File: config.mk
export PLATFORM = sky130hd
export DESIGN_NAME = bpred_perfmon
export DESIGN_NICKNAME = d
export VERILOG_FILES = /design/src/rtl/bpred_pkg.sv /design/src/rtl/bpred_evtstage.sv /design/src/rtl/bpred_perfmon.sv
export SDC_FILE = /design/constraint.sdc
export NUM_CORES = 1
export LEC_CHECK = 0
export ABC_AREA = 1
export BUFFER_PORTS_ARGS = -buffer_cell sky130_fd_sc_hd__clkbuf_2
export CAP_MARGIN = 20
export CELL_PAD_IN_SITES_DETAIL_PLACEMENT = 0
export CELL_PAD_IN_SITES_GLOBAL_PLACEMENT = 2
export CORE_MARGIN = 2
export CORE_UTILIZATION = 35
export DETAILED_ROUTE_END_ITERATION = 16
export MAX_ROUTING_LAYER = met4
export PLACE_DENSITY_LB_ADDON = 0.1
export SYNTH_ARGS = -nofsm -noshare
export SYNTH_HDL_FRONTEND = slang
export SYNTH_SLANG_ARGS = --single-unit
File: constraint.sdc
create_clock -name clk -period 3.4 [get_ports clk]
set_input_delay 0.68 -clock clk [delete_from_list [all_inputs] [get_ports clk]]
set_output_delay 0.68 -clock clk [all_outputs]
set_load 0.05 [all_outputs]
File: src/rtl/bpred_pkg.sv
// Shared types for the branch-predictor performance monitor: FSM state
// encoding and read-select codes.
package bpred_pkg;

    typedef enum logic [1:0] {
        IDLE  = 2'd0,
        COUNT = 2'd1,
        ALARM = 2'd2
    } bpState_t;

    localparam logic [1:0] RD_BRANCH  = 2'b00;
    localparam logic [1:0] RD_MISPRED = 2'b01;
    localparam logic [1:0] RD_TAKEN   = 2'b10;
    localparam logic [1:0] RD_STATUS  = 2'b11;

endpackage

File: src/rtl/bpred_evtstage.sv
// One pipeline stage of {Branch, Wrong, Taken}: flush clears, stall holds,
// and flush wins when both are asserted.
module bpred_evtstage (
    input  logic       clk,
    input  logic       reset,
    input  logic       stall,
    input  logic       flush,
    input  logic [2:0] evtIn,
    output logic [2:0] evtOut
);

    always_ff @(posedge clk) begin
        if (!reset)      evtOut <= 3'b000;
        else if (flush)  evtOut <= 3'b000;
        else if (!stall) evtOut <= evtIn;
    end

endmodule

File: src/rtl/bpred_perfmon.sv
// Branch-predictor performance monitor: global commit counters plus a
// windowed misprediction-rate alarm.
//
//   state | meaning
//   IDLE  | monitor off, window counters held at 0
//   COUNT | accumulating committed branches into the current window
//   ALARM | window exceeded threshold, waiting for AlarmAck
module bpred_perfmon
    import bpred_pkg::*;
#(
    parameter int XLEN   = 32,
    parameter int WINDOW = 16,
    parameter int THRESH = 4
) (
    input  logic            clk,
    input  logic            reset,
    input  logic            StallM,
    input  logic            StallW,
    input  logic            FlushM,
    input  logic            FlushW,
    input  logic            BranchE,
    input  logic            BPDirWrongE,
    input  logic            PCSrcE,
    input  logic            Enable,
    input  logic            AlarmAck,
    input  logic            ClearCnt,
    input  logic [1:0]      RdSel,
    output logic [XLEN-1:0] RdData,
    output logic            MispredAlarm
);

    localparam int WCW = $clog2(WINDOW) + 1;
    localparam int SW  = 2 + 2 * WCW;

    logic [2:0] evtE, evtM, evtW;
    logic       commit, wrongW, takenW;

    assign evtE = {BranchE, BPDirWrongE, PCSrcE};

    bpred_evtstage uStageM (
        .clk(clk), .reset(reset), .stall(StallM), .flush(FlushM),
        .evtIn(evtE), .evtOut(evtM)
    );

    bpred_evtstage uStageW (
        .clk(clk), .reset(reset), .stall(StallW), .flush(FlushW),
        .evtIn(evtM), .evtOut(evtW)
    );

    // A stalled W holds its event without committing, so it commits once on release.
    assign commit = evtW[2] & ~StallW & ~FlushW;
    assign wrongW = evtW[1];
    assign takenW = evtW[0];

    logic [XLEN-1:0] branchCnt, mispredCnt, takenCnt;

    always_ff @(posedge clk) begin
        if (!reset || ClearCnt) begin
            branchCnt  <= '0;
            mispredCnt <= '0;
            takenCnt   <= '0;
        end else if (commit) begin
            branchCnt  <= branchCnt + {{(XLEN-1){1'b0}}, 1'b1};
            mispredCnt <= mispredCnt + {{(XLEN-1){1'b0}}, wrongW};
            takenCnt   <= takenCnt + {{(XLEN-1){1'b0}}, takenW};
        end
    end

    bpState_t       state, stateNext;
    logic [WCW-1:0] winBr, winBrNext, winMiss, winMissNext;
    logic [WCW-1:0] winBrInc, winMissInc;

    assign winBrInc   = winBr + {{(WCW-1){1'b0}}, 1'b1};
    assign winMissInc = winMiss + {{(WCW-1){1'b0}}, wrongW};

    always_comb begin
        stateNext   = state;
        winBrNext   = winBr;
        winMissNext = winMiss;
        if (!Enable) begin
            stateNext   = IDLE;
            winBrNext   = '0;
            winMissNext = '0;
        end else begin
            case (state)
                IDLE: begin
                    stateNext   = COUNT;
                    winBrNext   = '0;
                    winMissNext = '0;
                end
                COUNT: begin
                    if (commit) begin
                        if (winBrInc == WCW'(WINDOW)) begin
                            stateNext   = (winMissInc >= WCW'(THRESH)) ? ALARM : COUNT;
                            winBrNext   = '0;
                            winMissNext = '0;
                        end else begin
                            winBrNext   = winBrInc;
                            winMissNext = winMissInc;
                        end
                    end
                end
                ALARM: begin
                    winBrNext   = '0;
                    winMissNext = '0;
                    if (AlarmAck) stateNext = COUNT;
                end
                default: begin
                    stateNext   = IDLE;
                    winBrNext   = '0;
                    winMissNext = '0;
                end
            endcase
        end
    end

    always_ff @(posedge clk) begin
        if (!reset) begin
            state        <= IDLE;
            winBr        <= '0;
            winMiss      <= '0;
            MispredAlarm <= 1'b0;
        end else begin
            state        <= stateNext;
            winBr        <= winBrNext;
            winMiss      <= winMissNext;
            MispredAlarm <= (stateNext == ALARM);
        end
    end

    logic [SW-1:0] statusWord;
    assign statusWord = {state, winMiss, winBr};

    always_comb begin
        RdData = '0;
        case (RdSel)
            RD_BRANCH:  RdData = branchCnt;
            RD_MISPRED: RdData = mispredCnt;
            RD_TAKEN:   RdData = takenCnt;
            RD_STATUS:  RdData = XLEN'(statusWord);
            default:    RdData = '0;
        endcase
    end

endmodule

==> results.sh, run 1 <==
export IMPL_die_h_um=148
export IMPL_post_cts_buffers=0
export IMPL_antenna_found_initial=1
export IMPL_drcViolationCount=0
export IMPL_worst_pin_slew_ns=0.667
export IMPL_cts_resized=0
export IMPL_status="completed"
export IMPL_fin_crit_ns=2.61
export IMPL_drive_above_1_share=0.115
export IMPL_wirelength_mm=25.7
export IMPL_clk_path_buf_depth=2
export IMPL_synth_top_family_by_area="simple AND/OR/NAND/NOR gates"
export IMPL_cap_violations=0
export IMPL_ys_top_cells_by_area="dfxtp_1 32%, nand2_1 24%, nor2_1 9.6%, inv_1 6.5%, a21oi_1 4.9%"
export IMPL_syn_area_per_cell_sq_um=5.99
export IMPL_cts_sinks=115
export IMPL_synth_fa_ha_area_frac=0.0138
export IMPL_cp_max_fo=32
export IMPL_slew_violations=0
export IMPL_grt_overflow_total=0
export IMPL_yosys_register_bits=115
export IMPL_reg2reg_depth=9
export IMPL_num_io_pins=47
export IMPL_gp_congestion=0.851
export IMPL_dr_first_iter_drc_count=526
export IMPL_synth_mux_area_fraction=0
export IMPL_syn_cell_area_sq_mm=0.00725
export IMPL_insertion_delay_ns=0.43
export IMPL_fin_tns_setup_ns=0
export IMPL_power_internal_mw=2.54
export IMPL_layout_nets=1281
export IMPL_track_usage=0.250
export IMPL_synth_compound_area_share=0.108
export IMPL_r2r_slack_ns=1.24
export IMPL_setup_viol=0
export IMPL_cts_buffers=17
export IMPL_start_kind="primary input"
export IMPL_dpl_cell_area_sq_mm=0.00780
export IMPL_antenna_left=0
export IMPL_die_w_um=148
export IMPL_placeableCoreArea_sq_mm=0.0203
export IMPL_ys_warnings_count=0
export IMPL_routedWlPerCell_um=16.6
export IMPL_fin_crit_sh=0.769
export IMPL_syn2layout_area_growth_pct=16.0
export IMPL_synth_cell_types=40
export IMPL_combPwrFrac=0.027
export IMPL_yosysSeqAreaShare=0.317
export IMPL_min_path_cells=2
export IMPL_synthSimpleGateAreaFrac=0.460
export IMPL_irDropWorstVdd_mv=0.279
export IMPL_rsz0062_at_grt="no"
export IMPL_grt_max_degree=43
export IMPL_cts_root_buf="clkbuf_16"
export IMPL_end_kind="primary output"
export IMPL_netSwitchingPower_mw=0.783
export IMPL_reg2reg_to="takenCnt[16]$_SDFFE_PP0P_"
export IMPL_ctsHoldBuffers=0
export IMPL_vias=7524
export IMPL_fin_cells=1543
export IMPL_r2r_start="uStageW.evtOut[0]$_SDFFE_PP0N_"
export IMPL_dp_hpwl_mm=19.9
export IMPL_start_util=0.357
export IMPL_cp_arrival_ns=1.93
export IMPL_worstHoldStart="uStageM.evtOut[2]$_SDFFE_PP0N_"
export IMPL_path_class="in -> out"
export IMPL_seqPwrFrac=0.407
export IMPL_synth_top_area_frac=0.317
export IMPL_drt_pass1_iter_count=5
export IMPL_cts_max_level=4
export IMPL_design_area_sq_mm=0.00841
export IMPL_synth_xor_xnor_area_share=0.0157
export IMPL_leakagePower_nw=2.84
export IMPL_cts_tree="built"
export IMPL_min_to="uStageM.evtOut[2]$_SDFFE_PP0N_"
export IMPL_numPortBuffers=46
export IMPL_fin_worst_skew_ns=0.0122
export IMPL_grt_pass1_vias=7236
export IMPL_slew_headroom=0.552
export IMPL_dieArea_sq_mm=0.0219
export IMPL_grt_pass1_wl_mm=40.6
export IMPL_clockPowerShare=0.566
export IMPL_hold_violations=0
export IMPL_dp_cells=1510
export IMPL_synth_top_cell_by_area="dfxtp_1"
export IMPL_via_per_inst=4.88
export IMPL_synthCells=1210
export IMPL_sw_frac_of_total=0.236
export IMPL_cp_data_required_time_ns=2.72
export IMPL_clkSlewWorstSetupHoldPaths_ns=0.06
export IMPL_power_density_mw_per_mm2=395
export IMPL_hp_class="reg -> reg"
export IMPL_synth_nets=1232
export IMPL_fp_row_count=52
export IMPL_clock_fmax_mhz=383
-- worst max-delay path by stage --
| stage | startpoint | to | slack [ns] | cells after the start |
|---|---|---|---|---|
| after floorplan | RdSel[0] | RdData[16] | 0.81 | 4 |
| after global placement | RdSel[0] | RdData[10] | 0.75 | 7 |
| after detailed placement | RdSel[0] | RdData[10] | 0.79 | 7 |
| after CTS | RdSel[0] | RdData[10] | 0.79 | 7 |
| after global routing | RdSel[0] | RdData[10] | 0.69 | 7 |
| final | RdSel[0] | RdData[12] | 0.79 | 7 |
-- state kept, by name, summed over array words and instances, names as in the netlist --
signal,flops
MispredAlarm,1
branchCnt,32
mispredCnt,32
state,2
takenCnt,32
uStageM.evtOut,3
uStageW.evtOut,3
winBr,5
winMiss,5
-- per-stage QoR --
stage	total power, mW	hold slack (ns)	setup slack, ns	utilization
3_3_place_gp	1.47	0.446	0.752	0.384
5_1_grt	3.43	0.479	0.692	0.414
2_1_floorplan	1.43	0.433	0.806	-
3_5_place_dp	1.47	0.452	0.788	0.384
6_report	3.32	0.459	0.787	0.414
4_1_cts	3.36	0.461	0.788	0.414
-- critical path: stages --
cell	delay, ns
clkbuf_2	0.11
inv_1	0.06
nor2_2	0.07
buf_4	0.35
nand2_1	0.13
nand3_1	0.20
clkbuf_2	0.31
-- per-layer routing --
layer,wire length [um],track usage
met1,11900,0.316
met2,12200,0.418
met4,435,0.0600
met5,0,-
met3,1080,0.0448
-- area by class of cell --
cell class                      count  area, sq um
Inverter                          129          484
Tap cell                          270          338
Sequential cell                   115         2300
Clock buffer                       19          443
Clock inverter                     13          160
Multi-Input combinational cell    937         4340
Timing Repair Buffer               59          340
Antenna cell                        1         2.50
Fill cell                        2279        11900
-- placed cells by master (no fill, tap or decap), types with 3 or more instances in the layout --
master / synthesis / routed
a21oi_1: 71 / 71
nand4_2: 3 / 3
bufinv_16: 0 / 3
clkbuf_16: 0 / 17
ha_1: 8 / 8
clkinv_2: 0 / 3
nor3b_1: 3 / 3
o2111ai_1: 11 / 11
clkbuf_2: 0 / 46
xnor2_1: 3 / 3
nor2_2: 24 / 26
nand2_2: 7 / 7
nor3_1: 13 / 13
dfxtp_1: 115 / 115
xor2_1: 10 / 10
o21ai_0: 26 / 26
nor2_4: 9 / 10
buf_4: 2 / 12
inv_1: 125 / 124
nor2_1: 185 / 182
o21bai_1: 4 / 4
o211ai_1: 16 / 16
inv_2: 3 / 3
nand4_1: 17 / 17
clkinvlp_4: 0 / 5
nand2_1: 455 / 455
nand3_1: 53 / 53
-- logic make-up (layout without fill, tap and decap cells) --
family                     Yosys count  after routing
xor gates and xnor gates            13             13
and+or+nand+nor                    781            781
DFF                                115            115
buffers and inverters              158            220
adders and majority gates            8              8
AOI/OAI and AO/OA                  135            135
other                                0              1
-- Yosys cell counts, drive strengths merged --
master / number
clkinv: 1
nor3b: 3
nor4: 1
o21a: 1
a31oi: 2
nand3b: 2
inv: 128
o2111ai: 11
dfxtp: 115
a21oi: 71
xnor2: 3
o21ai: 28
xor2: 10
nand3: 56
nand4: 21
o21bai: 5
o211ai: 16
and2: 2
nand2: 462
a211oi: 1
nor3: 15
nor2: 218
clkbuf: 14
buf: 15
ha: 8
nand2b: 1
-- power by group through the flow --
stage | combinational [mW] | clock (mW) | sequential, mW
global placement | 0.0909 | 0 | 1.38
global route | 0.100 | 1.98 | 1.35
detailed placement | 0.0903 | 0 | 1.38
finish | 0.0897 | 1.88 | 1.35
floorplan | 0.0524 | 0 | 1.38
CTS | 0.0905 | 1.92 | 1.35
(Power assumes the default switching activity.)
==> run 2, diff against run 1 <==
CORE_UTILIZATION = 33   (was 35)
clock period = 2.5 ns   (was 3.4 ns; I/O delays follow)
==> results.sh, run 2 (synthesis gave the netlist of run 1 again) <==
export IMPL_status="completed"
export IMPL_cp_max_fo=16
export IMPL_fin_worst_skew_ns=0.00963
export IMPL_post_cts_buffers=0
export IMPL_critical_path_max_stage_delay_ns=0.31
export IMPL_die_h_um=152
export IMPL_cts_resized=0
export IMPL_cts_max_level=4
export IMPL_reg_top3="branchCnt (32), mispredCnt (32), takenCnt (32)"
export IMPL_die_w_um=152
export IMPL_clkSlewWorstSetupHoldPaths_ns=0.05
export IMPL_drcViolationCount=0
export IMPL_power_density_mw_per_mm2=527
export IMPL_hp_class="in -> reg"
export IMPL_cts_buffers=17
export IMPL_cap_violations=0
export IMPL_start_kind="primary input"
export IMPL_slew_headroom=0.583
export IMPL_worst_pin_slew_ns=0.621
export IMPL_rsz0062_at_grt="no"
export IMPL_numPortBuffers=46
export IMPL_placeableCoreArea_sq_mm=0.0217
export IMPL_ctsHoldBuffers=0
export IMPL_clock_fmax_mhz=465
export IMPL_dpl_worst_slack_ns=0.352
export IMPL_start_util=0.334
export IMPL_grt_overflow_total=0
export IMPL_hold_slack_ns=0.321
export IMPL_antenna_found_initial=1
export IMPL_dr_first_iter_drc_count=433
export IMPL_path_cells="clkbuf_2 > inv_1 > nand2_1 > buf_4 > o211ai_1 > clkbuf_2"
export IMPL_leakagePower_nw=2.94
export IMPL_fin_crit_ns=2.15
export IMPL_crit_top_cell="clkbuf_2"
export IMPL_syn2layout_area_growth_pct=20.3
export IMPL_r2r_slack_ns=0.50
export IMPL_drt_pass1_iter_count=7
export IMPL_layout_nets=1289
export IMPL_track_usage=0.236
export IMPL_hold_violations=0
export IMPL_path_class="in -> out"
export IMPL_via_per_inst=4.88
export IMPL_fin_tns_setup_ns=0
export IMPL_cp_data_required_time_ns=2.00
export IMPL_vias=7617
export IMPL_cts_sinks=115
export IMPL_wirelength_mm=26.1
export IMPL_fin_util=0.402
export IMPL_grt_pass1_wl_mm=41.6
export IMPL_fp_row_count=54
export IMPL_final_common_cell="nand2_1"
export IMPL_drive_above_1_share=0.119
export IMPL_cp_arrival_ns=1.65
export IMPL_gp_congestion=0.858
export IMPL_num_io_pins=47
export IMPL_cpMaxStageDelayCell="clkbuf_2"
export IMPL_dieArea_sq_mm=0.0232
export IMPL_worst_slack_ns=0.348
export IMPL_layout_common_cells="455 x nand2_1, 182 x nor2_1, 124 x inv_1"
export IMPL_routedWlPerCell_um=16.7
export IMPL_insertion_delay_ns=0.42
export IMPL_end_kind="primary output"
export IMPL_cts_root_buf="clkbuf_16"
export IMPL_dp_hpwl_mm=20.5
export IMPL_fin_crit_sh=0.861
export IMPL_setup_viol=0
export IMPL_antenna_left=0
export IMPL_clk_path_buf_depth=2
export IMPL_irDropWorstVdd_mv=0.381
export IMPL_grt_pass1_vias=7388
export IMPL_slew_violations=0
export IMPL_grt_max_degree=33
export IMPL_cts_tree="built"
run 2: cell types whose count changed in the layout (fill, tap and decap cells not counted), sizes merged:
cell      change
buf          +22
clkinv        -1
clkinvlp      -3
clkbuf       -11
bufinv        +1
run 2: final timing paths:
kind / start / end / cells after the start
max: RdSel[0] / RdData[27] / 6
min: StallM / uStageM.evtOut[0]$_SDFFE_PP0N_ / 2
max reg2reg: uStageW.evtOut[1]$_SDFFE_PP0N_ / mispredCnt[20]$_SDFFE_PP0P_ / 9
min reg2reg: uStageM.evtOut[1]$_SDFFE_PP0N_ / uStageM.evtOut[1]$_SDFFE_PP0N_ / 2
run 2: metal layers:
layer	GRT usage	share of wire
met5	-	0
met4	0.0694	0.023
met3	0.0321	0.031
met2	0.386	0.47
met1	0.306	0.48
run 2: cell type report:
type / instances / area, sq um
Fill cell: 2430 / 13000
Inverter: 129 / 484
Clock buffer: 22 / 464
Clock inverter: 10 / 155
Sequential cell: 115 / 2300
Timing Repair Buffer: 67 / 623
Tap cell: 280 / 350
Antenna cell: 1 / 2.50
Multi-Input combinational cell: 937 / 4340
run 2: stage by stage:
step	cell area [sq um]	total power [mW]	instances
detailed placement	8100	2.01	1528
finish	8720	4.60	1561
global placement	8100	2.01	1528
floorplan	7250	1.95	1210
global route	8720	4.76	1561
CTS	8720	4.66	1560
run 2: worst max-delay path, delay by kind of cell:
family | cells | cell delay [ns]
AOI/OAI and AO/OA | 1 | 0.22
buffers and inverters | 4 | 0.77
and+or+nand+nor | 1 | 0.16
run 2: report_power, final:
group | internal (mW) | switching (mW)
sequential | 1.84 | 0.00149
clock | 1.71 | 0.916
combinational | 0.0375 | 0.0954
total | 3.59 | 1.01
==> run 3, diff against run 2 <==
SYNTH_HIERARCHICAL = 1   (was default)
==> results.sh, run 3 <==
export IMPL_grt_max_degree=47
export IMPL_die_w_um=150
export IMPL_via_per_inst=4.90
export IMPL_async_flop_share=0
export IMPL_worst_pin_slew_ns=0.650
export IMPL_status="completed"
export IMPL_rsz0062_at_grt="no"
export IMPL_cpLargestDelayFamily="buffers and inverters"
export IMPL_fin_crit_ns=2.26
export IMPL_reg_top3="branchCnt (32), mispredCnt (32), takenCnt (32)"
export IMPL_finalPower_mw=4.38
export IMPL_grt_overflow_total=0
export IMPL_synth_cell_types=39
export IMPL_grt_pass1_vias=7203
export IMPL_path_class="in -> out"
export IMPL_synth_nets=1186
export IMPL_dr_first_iter_drc_count=442
export IMPL_ys_flop_type="dfxtp_1"
export IMPL_gp_congestion=0.912
export IMPL_combPwrFrac=0.028
export IMPL_hold_violations=0
export IMPL_multi_input_comb_area_sq_mm=0.00411
export IMPL_synthCells=1164
export IMPL_clock_fmax_mhz=443
export IMPL_fp_row_count=53
export IMPL_cp_data_required_time_ns=2.00
export IMPL_hp_class="in -> reg"
export IMPL_layout_common_cells="386 x nand2_1, 183 x nor2_1, 136 x inv_1"
export IMPL_cap_violations=0
export IMPL_sw_frac_of_total=0.229
export IMPL_cts_buffers=17
export IMPL_synth_top_cell_by_area="dfxtp_1"
export IMPL_netSwitchingPower_mw=1.00
export IMPL_routedWlPerCell_um=16.3
export IMPL_die_h_um=150
export IMPL_r2r_slack_ns=0.43
export IMPL_final_common_cell="nand2_1"
export IMPL_clockPowerShare=0.552
export IMPL_drive_above_1_share=0.104
export IMPL_synth_most_common_cell="nand2_1"
export IMPL_reg2reg_depth=11
export IMPL_grt_pass1_wl_mm=39.4
export IMPL_drcViolationCount=0
export IMPL_cts_tree="built"
export IMPL_ys_warnings_count=6
export IMPL_path_depth=6
export IMPL_fin_tns_setup_ns=0
export IMPL_dpl_worst_slack_ns=0.250
export IMPL_path_buf_inv=4
export IMPL_post_cts_buffers=0
export IMPL_dp_hpwl_mm=19.0
export IMPL_cts_sinks=115
export IMPL_antenna_left=0
export IMPL_end_kind="primary output"
export IMPL_layout_nets=1244
export IMPL_cts_root_buf="clkbuf_16"
export IMPL_fin_worst_skew_ns=0.0129
export IMPL_path_cells="clkbuf_2 > inv_1 > nor2_2 > inv_1 > o221ai_1 > buf_12"
export IMPL_slew_violations=0
export IMPL_synth_top_area_frac=0.327
export IMPL_clk_path_buf_depth=2
export IMPL_worst_slack_ns=0.244
export IMPL_slew_headroom=0.566
export IMPL_power_density_mw_per_mm2=519
export IMPL_syn_area_per_cell_sq_um=6.04
export IMPL_seqPwrFrac=0.419
export IMPL_n_antenna_cell=0
export IMPL_num_io_pins=47
export IMPL_start_util=0.336
export IMPL_cts_max_level=4
export IMPL_dieArea_sq_mm=0.0225
export IMPL_cp_max_fo=15
export IMPL_seq_area_sq_mm=0.00230
export IMPL_critical_path_max_stage_delay_ns=0.47
export IMPL_yosys_register_bits=115
export IMPL_clkSlewWorstSetupHoldPaths_ns=0.06
export IMPL_setup_viol=0
export IMPL_antenna_found_initial=0
export IMPL_cp_arrival_ns=1.76
export IMPL_numPortBuffers=46
export IMPL_syn_cell_area_sq_mm=0.00704
export IMPL_yosysSeqAreaShare=0.327
export IMPL_wirelength_mm=24.6
export IMPL_num_fill_cells=2384
export IMPL_ys_top_cells_by_area="dfxtp_1 33%, nand2_1 21%, nor2_1 9.9%, inv_1 7.3%, a21oi_1 5.5%"
export IMPL_leakagePower_nw=2.84
export IMPL_yosys_top_cells_count="386 x nand2_1, 185 x nor2_1, 136 x inv_1, 115 x dfxtp_1, 77 x a21oi_1"
export IMPL_syn2layout_area_growth_pct=20.1
export IMPL_drt_pass1_iter_count=6
export IMPL_fin_crit_sh=0.902
export IMPL_cts_resized=0
export IMPL_power_internal_mw=3.38
export IMPL_ctsHoldBuffers=0
export IMPL_insertion_delay_ns=0.42
export IMPL_placeableCoreArea_sq_mm=0.0210
export IMPL_irDropWorstVdd_mv=0.372
export IMPL_vias=7398
export IMPL_track_usage=0.237
export IMPL_crit_top_cell="inv_1"
export IMPL_min_path_cells=3
export IMPL_cpMaxStageDelayCell="inv_1"
export IMPL_start_kind="primary input"
export IMPL_synth_edff_count=0
## run 3: changes by cell type in the layout (fill, tap and decap cells not counted), moves of 9 or more
cell,delta
nor2_2,-10
inv_1,+12
nand2_1,-69
o221ai_1,+13
o21ai_0,+16
o211ai_1,-9
## run 3: layout make-up
cell class / count / share of cell area
clock inverter: 10 / 0.0127
sequential: 115 / 0.273
timing repair buffer: 64 / 0.0714
tap: 275 / 0.0407
clock buffer: 22 / 0.0550
multi-input combinational: 886 / 0.486
inverter: 138 / 0.0613
## run 3: routing by layer
layer	vias up	routed length [um]	GRT usage	part of all wire
li1	3842	-	-	-
met1	3385	11600	0.302	0.47
met2	134	11600	0.382	0.47
met3	37	809	0.0348	0.033
met4	0	650	0.0877	0.026
met5	-	0	-	0
## run 3: worst register-to-register path: cells and delay by family (launching register included)
| family | cells | cell delay [ns] |
|---|---|---|
| compound gates | 1 | 0.14 |
| flops | 1 | 0.44 |
| fa+ha+maj | 2 | 0.53 |
| simple gates | 6 | 0.65 |
| buf+inv | 2 | 0.19 |
## run 3: path summary, 6_finish.rpt
path / from / to
hold / removal: PCSrcE / uStageM/evtOut[0]$_SDFFE_PP0N_
hold reg to reg: uStageM/evtOut[2]$_SDFFE_PP0N_ / uStageM/evtOut[2]$_SDFFE_PP0N_
setup reg to reg: uStageW/evtOut[1]$_SDFFE_PP0N_ / mispredCnt[24]$_SDFFE_PP0P_
setup / recovery: RdSel[0] / RdData[15]
## run 3: per-stage QoR
step	hold WS, ns	utilization	cell area [sq um]	cells
3_3_place_gp	0.450	0.376	7880	1478
5_1_grt	0.319	0.403	8450	1510
2_1_floorplan	0.435	-	7040	1164
4_1_cts	0.291	0.403	8450	1510
6_report	0.303	0.403	8450	1510
3_5_place_dp	0.452	0.376	7880	1478
## run 3: power groups by stage
stage	Clock, mW	Combinational [mW]	Sequential [mW]
final	2.42	0.125	1.84
after global routing	2.56	0.139	1.84
after CTS	2.47	0.127	1.84
after detailed placement	0	0.127	1.88
after global placement	0	0.127	1.88
after floorplan	0	0.0712	1.88
## run 3: logic make-up (layout without fill, tap and decap cells)
kind of cell             after synthesis  count (layout)  synth area share
buffers and inverters                163             234            0.0903
AND/OR/NAND/NOR                      708             708             0.424
flip-flops                           115             115             0.327
AO/OA/AOI/OAI                        159             159             0.131
adder cells (fa/ha/maj)                8               8            0.0142
XOR/XNOR                              11              11            0.0137
